`config.mk`:
```
export PLATFORM = sky130hd
export DESIGN_NAME = instr_fetch_unit
export DESIGN_NICKNAME = d
export VERILOG_FILES = /design/src/rtl/cpu_pkg.sv /design/src/rtl/instr_fetch_pc.sv /design/src/rtl/instr_fetch_unit.sv
export SDC_FILE = /design/constraint.sdc
export NUM_CORES = 1
export LEC_CHECK = 0
export CAP_MARGIN = 30
export CORE_MARGIN = 4
export CORE_UTILIZATION = 46
export DETAILED_ROUTE_END_ITERATION = 12
export HOLD_SLACK_MARGIN = 0.15
export PLACE_DENSITY = 0.84
export SYNTH_ARGS = -nofsm -noshare
export SYNTH_HDL_FRONTEND = slang
export SYNTH_SLANG_ARGS = --single-unit
```
`constraint.sdc`:
```
create_clock -name clk -period 2.51 [get_ports clk]
set_clock_uncertainty 0.15 [all_clocks]
set_input_delay 0.502 -clock clk [delete_from_list [all_inputs] [get_ports clk]]
set_output_delay 0.502 -clock clk [all_outputs]
set_load 0.01 [all_outputs]
```
`src/rtl/cpu_pkg.sv`:
```
// Shared definitions for the CPU front end: datapath widths, special opcodes,
// the fetch timeout and the fetch FSM state type.
package cpu_pkg;

  localparam int DATA_W        = 8;
  localparam int ADDR_W        = 8;
  localparam int FETCH_TIMEOUT = 8;
  localparam int WAIT_W        = $clog2(FETCH_TIMEOUT + 1);

  localparam logic [3:0]        OP_HALT = 4'hF;
  localparam logic [DATA_W-1:0] OP_NOP  = 8'h00;

  typedef enum logic {
    ST_IDLE  = 1'b0,
    ST_FETCH = 1'b1
  } fetch_state_t;

  function automatic logic is_halt_op(input logic [DATA_W-1:0] op);
    return op[DATA_W-1 -: 4] == OP_HALT;
  endfunction

endpackage

```
`src/rtl/instr_fetch_pc.sv`:
```
// Program counter: load beats increment, and the whole register freezes once
// the core has halted.
module instr_fetch_pc
  import cpu_pkg::*;
(
  input  logic              clk,
  input  logic              reset,
  input  logic              i_freeze,
  input  logic              i_inc,
  input  logic              i_load,
  input  logic              i_sel,
  input  logic [ADDR_W-1:0] i_reg_target,
  input  logic [ADDR_W-1:0] i_imm_target,
  output logic [ADDR_W-1:0] o_pc
);

  logic [ADDR_W-1:0] r_pc;
  logic [ADDR_W-1:0] w_target;

  assign w_target = i_sel ? i_imm_target : i_reg_target;

  always_ff @(posedge clk) begin
    if (reset) begin
      r_pc <= '0;
    end else if (!i_freeze) begin
      if (i_load) begin
        r_pc <= w_target;
      end else if (i_inc) begin
        r_pc <= r_pc + 1'b1;
      end
    end
  end

  assign o_pc = r_pc;

endmodule

```
`src/rtl/instr_fetch_unit.sv`:
```
// Instruction fetch unit: one-deep fetch FSM with a bounded wait on the
// instruction memory, the instruction register and the sticky status flags.
module instr_fetch_unit
  import cpu_pkg::*;
(
  input  logic              clk,
  input  logic              reset,
  input  logic              load_ir,
  input  logic              inc_pc,
  input  logic              load_pc,
  input  logic              sel_pc,
  input  logic [ADDR_W-1:0] reg_target,
  input  logic [ADDR_W-1:0] imm_target,
  output logic              imem_req,
  output logic [ADDR_W-1:0] imem_addr,
  input  logic [DATA_W-1:0] imem_rdata,
  input  logic              imem_valid,
  output logic [DATA_W-1:0] opcode,
  output logic [ADDR_W-1:0] pc,
  output logic              ir_valid,
  output logic              fetch_err,
  output logic              halted
);

  fetch_state_t      r_state;
  logic [WAIT_W-1:0] r_wait;
  logic              r_req;
  logic [ADDR_W-1:0] r_addr;
  logic [DATA_W-1:0] r_opcode;
  logic              r_ir_valid;
  logic              r_fetch_err;
  logic              r_halted;
  logic [ADDR_W-1:0] w_pc;

  instr_fetch_pc u_pc (
    .clk          (clk),
    .reset        (reset),
    .i_freeze     (r_halted),
    .i_inc        (inc_pc),
    .i_load       (load_pc),
    .i_sel        (sel_pc),
    .i_reg_target (reg_target),
    .i_imm_target (imm_target),
    .o_pc         (w_pc)
  );

  always_ff @(posedge clk) begin
    if (reset) begin
      r_state     <= ST_IDLE;
      r_wait      <= '0;
      r_req       <= 1'b0;
      r_addr      <= '0;
      r_opcode    <= OP_NOP;
      r_ir_valid  <= 1'b0;
      r_fetch_err <= 1'b0;
      r_halted    <= 1'b0;
    end else begin
      case (r_state)
        ST_IDLE: begin
          if (load_ir && !r_halted) begin
            r_state    <= ST_FETCH;
            r_req      <= 1'b1;
            r_addr     <= w_pc;
            r_ir_valid <= 1'b0;
            r_wait     <= '0;
          end
        end
        ST_FETCH: begin
          // Data is checked before the timeout so a late response still wins.
          if (imem_valid) begin
            r_opcode   <= imem_rdata;
            r_ir_valid <= 1'b1;
            r_req      <= 1'b0;
            r_state    <= ST_IDLE;
            if (is_halt_op(imem_rdata)) begin
              r_halted <= 1'b1;
            end
          end else if (r_wait == WAIT_W'(FETCH_TIMEOUT - 1)) begin
            r_wait      <= WAIT_W'(FETCH_TIMEOUT);
            r_opcode    <= OP_NOP;
            r_ir_valid  <= 1'b1;
            r_fetch_err <= 1'b1;
            r_req       <= 1'b0;
            r_state     <= ST_IDLE;
          end else begin
            r_wait <= r_wait + 1'b1;
          end
        end
        default: begin
          r_state <= ST_IDLE;
          r_req   <= 1'b0;
        end
      endcase
    end
  end

  assign imem_req  = r_req;
  assign imem_addr = r_addr;
  assign opcode    = r_opcode;
  assign pc        = w_pc;
  assign ir_valid  = r_ir_valid;
  assign fetch_err = r_fetch_err;
  assign halted    = r_halted;

endmodule

```
Word-level counts from Yosys, hierarchy flattened
Cells that the tools add are included.

word-level totals
  bits in registers = 33
  input port bits = 31

operators by class
  multiplexer cells = 21
  equality and inequality tests = 5
  reduce and logical (&&, ||, !) cells = 11
  bitwise operators = 3
  add/sub/neg operators = 2

operators with widths
  operator             count
  $mux 8               5
  $mux 4               3
  $reduce_and 2->1     5
  $mux 1               9
  $add 8x1->8 const B  1
  $pmux 4 s2           1
  $pmux 1 s2           3
  $reduce_and 3->1     2
  $add 4x1->4 const B  1
  $eq 4x3->1 const B   1
  $eq 4x4->1 const B   1
  $ne 2x2->1 const B   2
  $reduce_bool 2->1    2
  $ne 3x2->1 const B   1
  $not 1->1            3
  $logic_and 1x1->1    1
  $logic_not 1->1      1

Longest topological paths before layout
Gate-level depths: netlist (run 1).

  word-level depth = 4
  gate-level depth with buffers = 5
  depth with buffers taken out = 5

Modules after synthesis
From an unflattened synthesis (run 1), not the netlist that was laid out.

second synthesis, totals
  cells, all modules = 173
  area, all modules = 1554.0 um2

modules (own cells, without submodules)
  module            times used  area an instance (um2)  cells an instance  sequential area each (um2)
  instr_fetch_unit  1           959.7                   99                 500.5
  instr_fetch_pc    1           594.3                   74                 160.2

Least setup slack after synthesis (run 1)
OpenSTA, ideal clock, no wires.

  path kind = in2reg
  from = in sel_pc
  to = reg u_pc.r_pc[2] (netlist: u_pc.o_pc[2])
  data required time = 2.232 ns
  cell stages on the path = 5
  setup time = 0.128 ns
  arrival = 1.385 ns
  slack = 0.847 ns
  path buffers = 1
  path through = buf_2 mux2_2 a22o_1 a22oi_1 nor2_1

on the way
  longest elaborated chain between the ends = 2

RTL lines
  what                  RTL line                RTL
  start, declared       instr_fetch_unit.sv:11  input logic sel_pc,
  $mux 8                instr_fetch_pc.sv:20    assign w_target = i_sel ? i_imm_target : i_reg_target;
  $mux 8                instr_fetch_pc.sv:26    if (i_load) begin
  end signal, assigned  instr_fetch_pc.sv:27    r_pc <= w_target;
  end signal, assigned  instr_fetch_pc.sv:29    r_pc <= r_pc + 1'b1;
  end, declared         instr_fetch_pc.sv:17    logic [ADDR_W-1:0] r_pc;

No other way between the ends.
A chain may end at the register's enable or synchronous reset.

Final worst setup path (run 1)
  from = reg u_pc.r_pc[2] (netlist: u_pc.o_pc[2])
  to = out pc[2]

RTL lines
  what           RTL line                RTL
  end, declared  instr_fetch_unit.sv:19  output logic [ADDR_W-1:0] pc,

No word-level cell between the ends.

==> flow_summary.yaml, run 1 <==
yosys:
  synth.avg_cell_area_um2: 8.79
  synth_cell_types: 40
  syn-num-nets: 201
  yosys_warnings: 0
  ys_seq_area_share_pct: 44.7
  synth_top_family_by_area: "compound AO/OA/AOI/OAI gates"
  syn_area_mm2: 0.00148
  synthCells: 168
  muxShareOfSynthArea_pct: 4.83
  synthSimpleGateAreaFrac_pct: 22.3
  synth-compound-area-share_pct: 22.9
  synth_edf_count: 0
  synth_flop_cell: "dfxtp_1"
  async_flop_share_pct: 0
  synth-xor-area-share_pct: 0.593
  ys_ff_latch: 33
  yosys.area_share.adder_pct: 1.69
drt:
  drt_iter0_drc: 89
  drtAntennaViolNets: 0
  wl_per_cell_um: 14.5
  drc: 0
  vias_per_cell: 5.38
  wirelength_mm: 3.96
  vias: 1469
  drt_pre_antenna_iters: 5
critical_path:
  cp_max_fo: 8
  crit_path_start_kind: "register"
  end_kind: "output pin"
  cp.arrival_ns: 1.44
  crit_chain: "clkdlybuf4s50_1"
  cp_num_buf_inv: 1
  required_ns: 1.86
  path_class: "reg -> out"
  slowest_delay_ns: 0.61
  critical-path-top-delay-family: "buffers and inverters"
  crit_slowest_cell: "clkdlybuf4s50_1"
die:
  core_mm2: 0.00305
  die_height_um: 64.7
  io_pins: 59
  start_util_pct: 48.4
  rows: 20
  die_w_um: 64.7
  dieArea_mm2: 0.00418
sta:
  relSlewSlack_pct: 64.6
  maxSlewViolCount: 0
  hold_violations: 0
  period_needed_ns: 2.09
  setup_viol: 0
  rsz0062_at_grt: "false"
  fin_crit_sh_pct: 83.3
  finalSetupTns_ns: 0
  max_freq_ghz: 0.478
  tightest_slew_ns: 0.530
clock_network:
  cts_max_path_buffers: 2
  clk_latency_ns: 0.34
  cts_buffers: 5
  cts_hold_buf: 0
  cts_max_level: 2
  cts_root_buf: "clkbuf_4"
  clock-sinks: 33
  cts-resized-gates: 0
  cts_tree: "done"
  cts.clk_slew.worst_paths_ns: 0.10
  postCtsSetupBuffers: 0
power_and_ir_drop:
  p_per_area_mw_per_mm2: 500
  intPower_mw: 0.777
  ir_worst_vdd_uv: 286
  switchingPower_mw: 0.302
  power_frac_comb_pct: 19.7
  seqPwrFrac_pct: 53.6
  switching_share_pct: 28.0
  pwr-share-clk_pct: 26.7
  p_leak_nw: 0.795
status:
  outcome: "completed"
grt:
  antenna_found_initial: 0
  grtUsageTotal_pct: 20.3
  gr-usage-met3_pct: 5.89
  grt_max_degree: 16
  met1_usage_pct: 23.2
  grt_busiest_layer: "met2"
  grt_overflow_total: 0
  grtUsageMet2_pct: 34.3
  grt_pass1_vias: 1500
  grt_pass1_wl_mm: 6.62
place:
  hpwl_mm: 3.05
  portBuffers: 58
  place_congestion: 0.742
layout:
  num-nets-final: 261
  multi_input_area_um2: 772
  area_delta_synth_final_pct: 46.1
  diodes: 0
  drive_above_1_share_pct: 8.73
  regArea_um2: 661
  n_fill_cell: 264
  final_util_pct: 70.7
run:
  maxCapViolCount: 0
worst_hold_path:
  hp-class: "reg -> reg"
## synthesized netlist by cell type, types with 2 or more instances
cell type | instances | share of area (%)
o21ai_0 | 4 | 1.4
o21a_1 | 3 | 1.5
clkbuf_1 | 3 | 0.76
nand2b_1 | 3 | 1.3
dfxtp_1 | 33 | 45
or3_1 | 2 | 0.85
buf_2 | 5 | 1.7
nand2_1 | 26 | 6.6
mux2i_1 | 6 | 4.1
ha_1 | 2 | 1.7
o21bai_1 | 3 | 1.5
a31oi_1 | 5 | 2.1
nor2_1 | 9 | 2.3
a21oi_1 | 18 | 6.1
nor3_1 | 9 | 3.1
nor2b_1 | 3 | 1.3
a22o_1 | 8 | 4.7
nand3_1 | 4 | 1.4
## cells in the final DEF (no fill, tap or decap), types with 3 or more instances in the layout
master           netlist  routed
buf_4                  0       4
mux2i_1                6       6
a31oi_1                5       5
nor2_1                 9       9
nand2b_1               3       3
o21bai_1               3       3
dfxtp_1               33      33
o21ai_0                4       4
a22o_1                 8       8
nand2_1               26      26
nand3_1                4       4
clkdlybuf4s50_1        0      58
clkbuf_4               0       5
nor2b_1                3       3
o21a_1                 3       3
nor3_1                 9       9
a21oi_1               18      18
## routing by layer
layer / part of all wire, % / wire length [um]
met5: 0 / 0
met4: 1.3 / 51
met3: 5.7 / 224
met2: 52 / 2050
met1: 41 / 1640
## state kept, by name, indices dropped and copies added, names as in the netlist
signal,cells
r_state,1
imem_req,1
u_pc.o_pc,8
opcode,8
halted,1
r_wait,4
imem_addr,8
ir_valid,1
fetch_err,1
## per-stage QoR
step / total power, mW / area (um^2) / setup WS [ns] / cells / hold slack, ns
after floorplan: 0.681 / 1480 / 0.847 / 168 / 0.301
after global placement: 0.792 / 2100 / 0.394 / 265 / 0.290
after detailed placement: 0.801 / 2100 / 0.323 / 265 / 0.296
after CTS: 1.09 / 2160 / 0.424 / 273 / 0.310
after global routing: 1.14 / 2160 / 0.337 / 273 / 0.331
final: 1.08 / 2160 / 0.419 / 273 / 0.307
## worst register-to-register path: stages (launching register included)
cell and delay [ns]:
dfxtp_1 0.46, ha_1 0.26, nand2_1 0.10, or4b_1 0.47, a21oi_1 0.13, nor3_1 0.06
## power by group through the flow
| stage | clock network [mW] | registers [mW] | logic, mW |
|---|---|---|---|
| final | 0.288 | 0.579 | 0.212 |
| after global routing | 0.331 | 0.584 | 0.229 |
| after CTS | 0.297 | 0.578 | 0.213 |
| after detailed placement | 0 | 0.589 | 0.211 |
| after global placement | 0 | 0.587 | 0.205 |
| after floorplan | 0 | 0.594 | 0.0868 |
## path summary, 6_finish.rpt
check / slack [ns] / cells past startpoint / endpoint / startpoint
setup reg to reg: 0.78 / 5 / u_pc.o_pc[6] / u_pc.o_pc[0]
hold / removal: 0.31 / 2 / imem_addr[3] / imem_addr[3]
hold reg to reg: 0.31 / 2 / imem_addr[3] / imem_addr[3]
setup / recovery: 0.42 / 1 / pc[2] / u_pc.o_pc[2]
## cells by family (layout without fill, tap and decap cells)
family                   Yosys count  after routing
AO/OA/AOI/OAI                     50             50
adder cells (fa/ha/maj)            2              2
multiplexers                       7              7
XOR/XNOR                           1              1
AND/OR/NAND/NOR                   65             65
flip-flops                        33             33
buffers and inverters             10             71
## final cells by class
type	instances	area share (%)
Multi-Input combinational cell	125	35.8
Inverter	1	0.174
Clock buffer	5	1.74
Sequential cell	33	30.6
Clock inverter	3	0.812
Tap cell	44	2.55
Timing Repair Buffer	62	28.3
Power figures use the tool's default switching activity.
==> run 2: changes to the inputs <==
--- a/config.mk
+++ b/config.mk
@@ -7,10 +7,10 @@
 export LEC_CHECK = 0
 export CAP_MARGIN = 30
 export CORE_MARGIN = 4
-export CORE_UTILIZATION = 46
+export CORE_UTILIZATION = 38
 export DETAILED_ROUTE_END_ITERATION = 12
 export HOLD_SLACK_MARGIN = 0.15
-export PLACE_DENSITY = 0.84
+export PLACE_DENSITY = 0.74
 export SYNTH_ARGS = -nofsm -noshare
 export SYNTH_HDL_FRONTEND = slang
 export SYNTH_SLANG_ARGS = --single-unit
==> constraint.sdc (replaced) <==
create_clock -name clk -period 1.8 [get_ports clk]
set_clock_uncertainty 0.15 [all_clocks]
set_input_delay 0.36 -clock clk [delete_from_list [all_inputs] [get_ports clk]]
set_output_delay 0.36 -clock clk [all_outputs]
set_load 0.01 [all_outputs]
==> run 2 against run 1 <==
Against the previous run:
- critical path depth is the same
- utilization shrank 8.1 points
- wire length shrank 2.8%
- clock-buffer cell count grew 2
- critical endpoint is now pc[4]
- largest cell class unchanged
- highest routed layer unchanged
==> flow_summary.yaml, run 2 (synthesis gave the netlist of run 1 again) <==
drt:
  routedLengthMet1_mm: 1.74
  drtAntennaViolNets: 0
  drc: 0
  vias_per_cell: 5.02
  drt_iter0_drc: 103
  vias: 1457
  maxUsedRoutingLayer: "met4"
  wl_met3_um: 233
  wirelength_mm: 3.85
  wl_met2_mm: 1.83
  drt_pre_antenna_iters: 4
  wl_per_cell_um: 13.3
sta:
  setup_viol: 0
  tightest_slew_ns: 0.382
  fin_crit_sh_pct: 94.9
  period_needed_ns: 1.71
  relSlewSlack_pct: 74.5
  max_freq_ghz: 0.585
  rsz0062_at_grt: "false"
  maxSlewViolCount: 0
  fin_hold_ws_ns: 0.301
  hold_violations: 0
grt:
  grt_max_degree: 14
  antenna_found_initial: 0
  grtUsageTotal_pct: 16.2
  grt_pass1_vias: 1383
  grt_overflow_total: 0
  grt_pass1_wl_mm: 6.44
worst_hold_path:
  min_path_cells: 2
  holdCritStartpoint: "imem_addr[3]"
  hp-class: "reg -> reg"
  holdPathEnd: "imem_addr[3]"
critical_path:
  crit_slowest_cell: "clkdlybuf4s50_1"
  cp.arrival_ns: 1.20
  rr_worst_depth: 5
  path_class: "reg -> out"
  rr_endpoint: "opcode[0]"
  reg2reg_slack_ns: 0.18
  r2r-start: "r_wait[0]"
  crit_chain: "clkdlybuf4s50_1"
  critical-path-top-delay-family: "buffers and inverters"
  required_ns: 1.29
  cp_num_buf_inv: 1
  cp_max_fo: 5
  end_kind: "output pin"
  crit_path_start_kind: "register"
  slowest_delay_ns: 0.55
clock_network:
  cts_tree: "done"
  cts_buffers: 5
  postCtsSetupBuffers: 0
  cts_hold_buf: 0
  cts_max_path_buffers: 2
  cts.clk_slew.worst_paths_ns: 0.06
  clk_latency_ns: 0.28
  cts_root_buf: "clkbuf_8"
  cts_max_level: 2
  clock-sinks: 33
layout:
  num-nets-final: 275
  fin_cells: 290
  final_common_cell: "clkdlybuf4s50_1"
  drive_above_1_share_pct: 15.3
  n_fill_cell: 328
  diodes: 0
  area_delta_synth_final_pct: 57.5
  layout_common_cells: "53 x clkdlybuf4s50_1, 28 x dfxtp_1, 26 x nand2_1"
power_and_ir_drop:
  power_mw: 1.68
  p_leak_nw: 0.953
  p_per_area_mw_per_mm2: 723
  ir_worst_vdd_uv: 391
die:
  dieArea_mm2: 0.00495
  start_util_pct: 39.7
  die_w_um: 70.3
  rows: 22
  core_mm2: 0.00372
  die_height_um: 70.3
  io_pins: 59
status:
  outcome: "completed"
place:
  place_congestion: 0.824
  portBuffers: 58
  dp_cells: 283
  hpwl_mm: 2.93
run:
  maxCapViolCount: 0
## run 2: worst max path at each step
stage / from / to / slack (ns) / cells after the start
after detailed placement: load_pc / u_pc.o_pc[2] / -0.13 / 6
after global routing: u_pc.o_pc[6] / pc[6] / 0.04 / 1
after CTS: u_pc.o_pc[1] / pc[1] / 0.001 / 2
after global placement: load_pc / u_pc.o_pc[4] / -0.08 / 5
after floorplan: u_pc.o_pc[0] / u_pc.o_pc[6] / 0.15 / 5
final: u_pc.o_pc[4] / pc[4] / 0.09 / 1
## run 2: cell type report
cell class | count | area, um^2 | share of cell area, %
tap | 48 | 60.1 | 2.58
inverter | 1 | 3.75 | 0.161
timing repair buffer | 76 | 737 | 31.7
sequential | 33 | 667 | 28.7
clock buffer | 7 | 86.3 | 3.71
multi-input combinational | 125 | 772 | 33.2
## run 2: report_power, final
| group | leakage, nW | total [mW] | switching, mW | internal [mW] |
|---|---|---|---|---|
| sequential | 0.271 | 0.800 | 0.0314 | 0.769 |
| combinational | 0.638 | 0.334 | 0.137 | 0.197 |
| clock | 0.0443 | 0.548 | 0.245 | 0.303 |
## run 2: through the flow
stage | TNS [ns] | utilization [%] | setup slack (ns) | cell area, um^2
after CTS | 0 | 62.2 | 0.00146 | 2310
after global routing | 0 | 62.6 | 0.0414 | 2330
final | 0 | 62.6 | 0.0915 | 2330
after floorplan | 0 | - | 0.151 | 1480
after detailed placement | -0.551 | 59.9 | -0.126 | 2220
after global placement | -0.360 | 59.9 | -0.0772 | 2220
## run 2: timing repair
| item | CTS | global route |
|---|---|---|
| resized for setup | 3 | 7 |
| pin swaps | 0 | 0 |
| endpoints found under the setup margin | 3 | 7 |
## run 2: routing by layer
layer	track usage, %	vias up
li1	-	753
met1	21.2	645
met2	24.9	55
met3	3.60	4
met4	8.09	0
met5	0	-
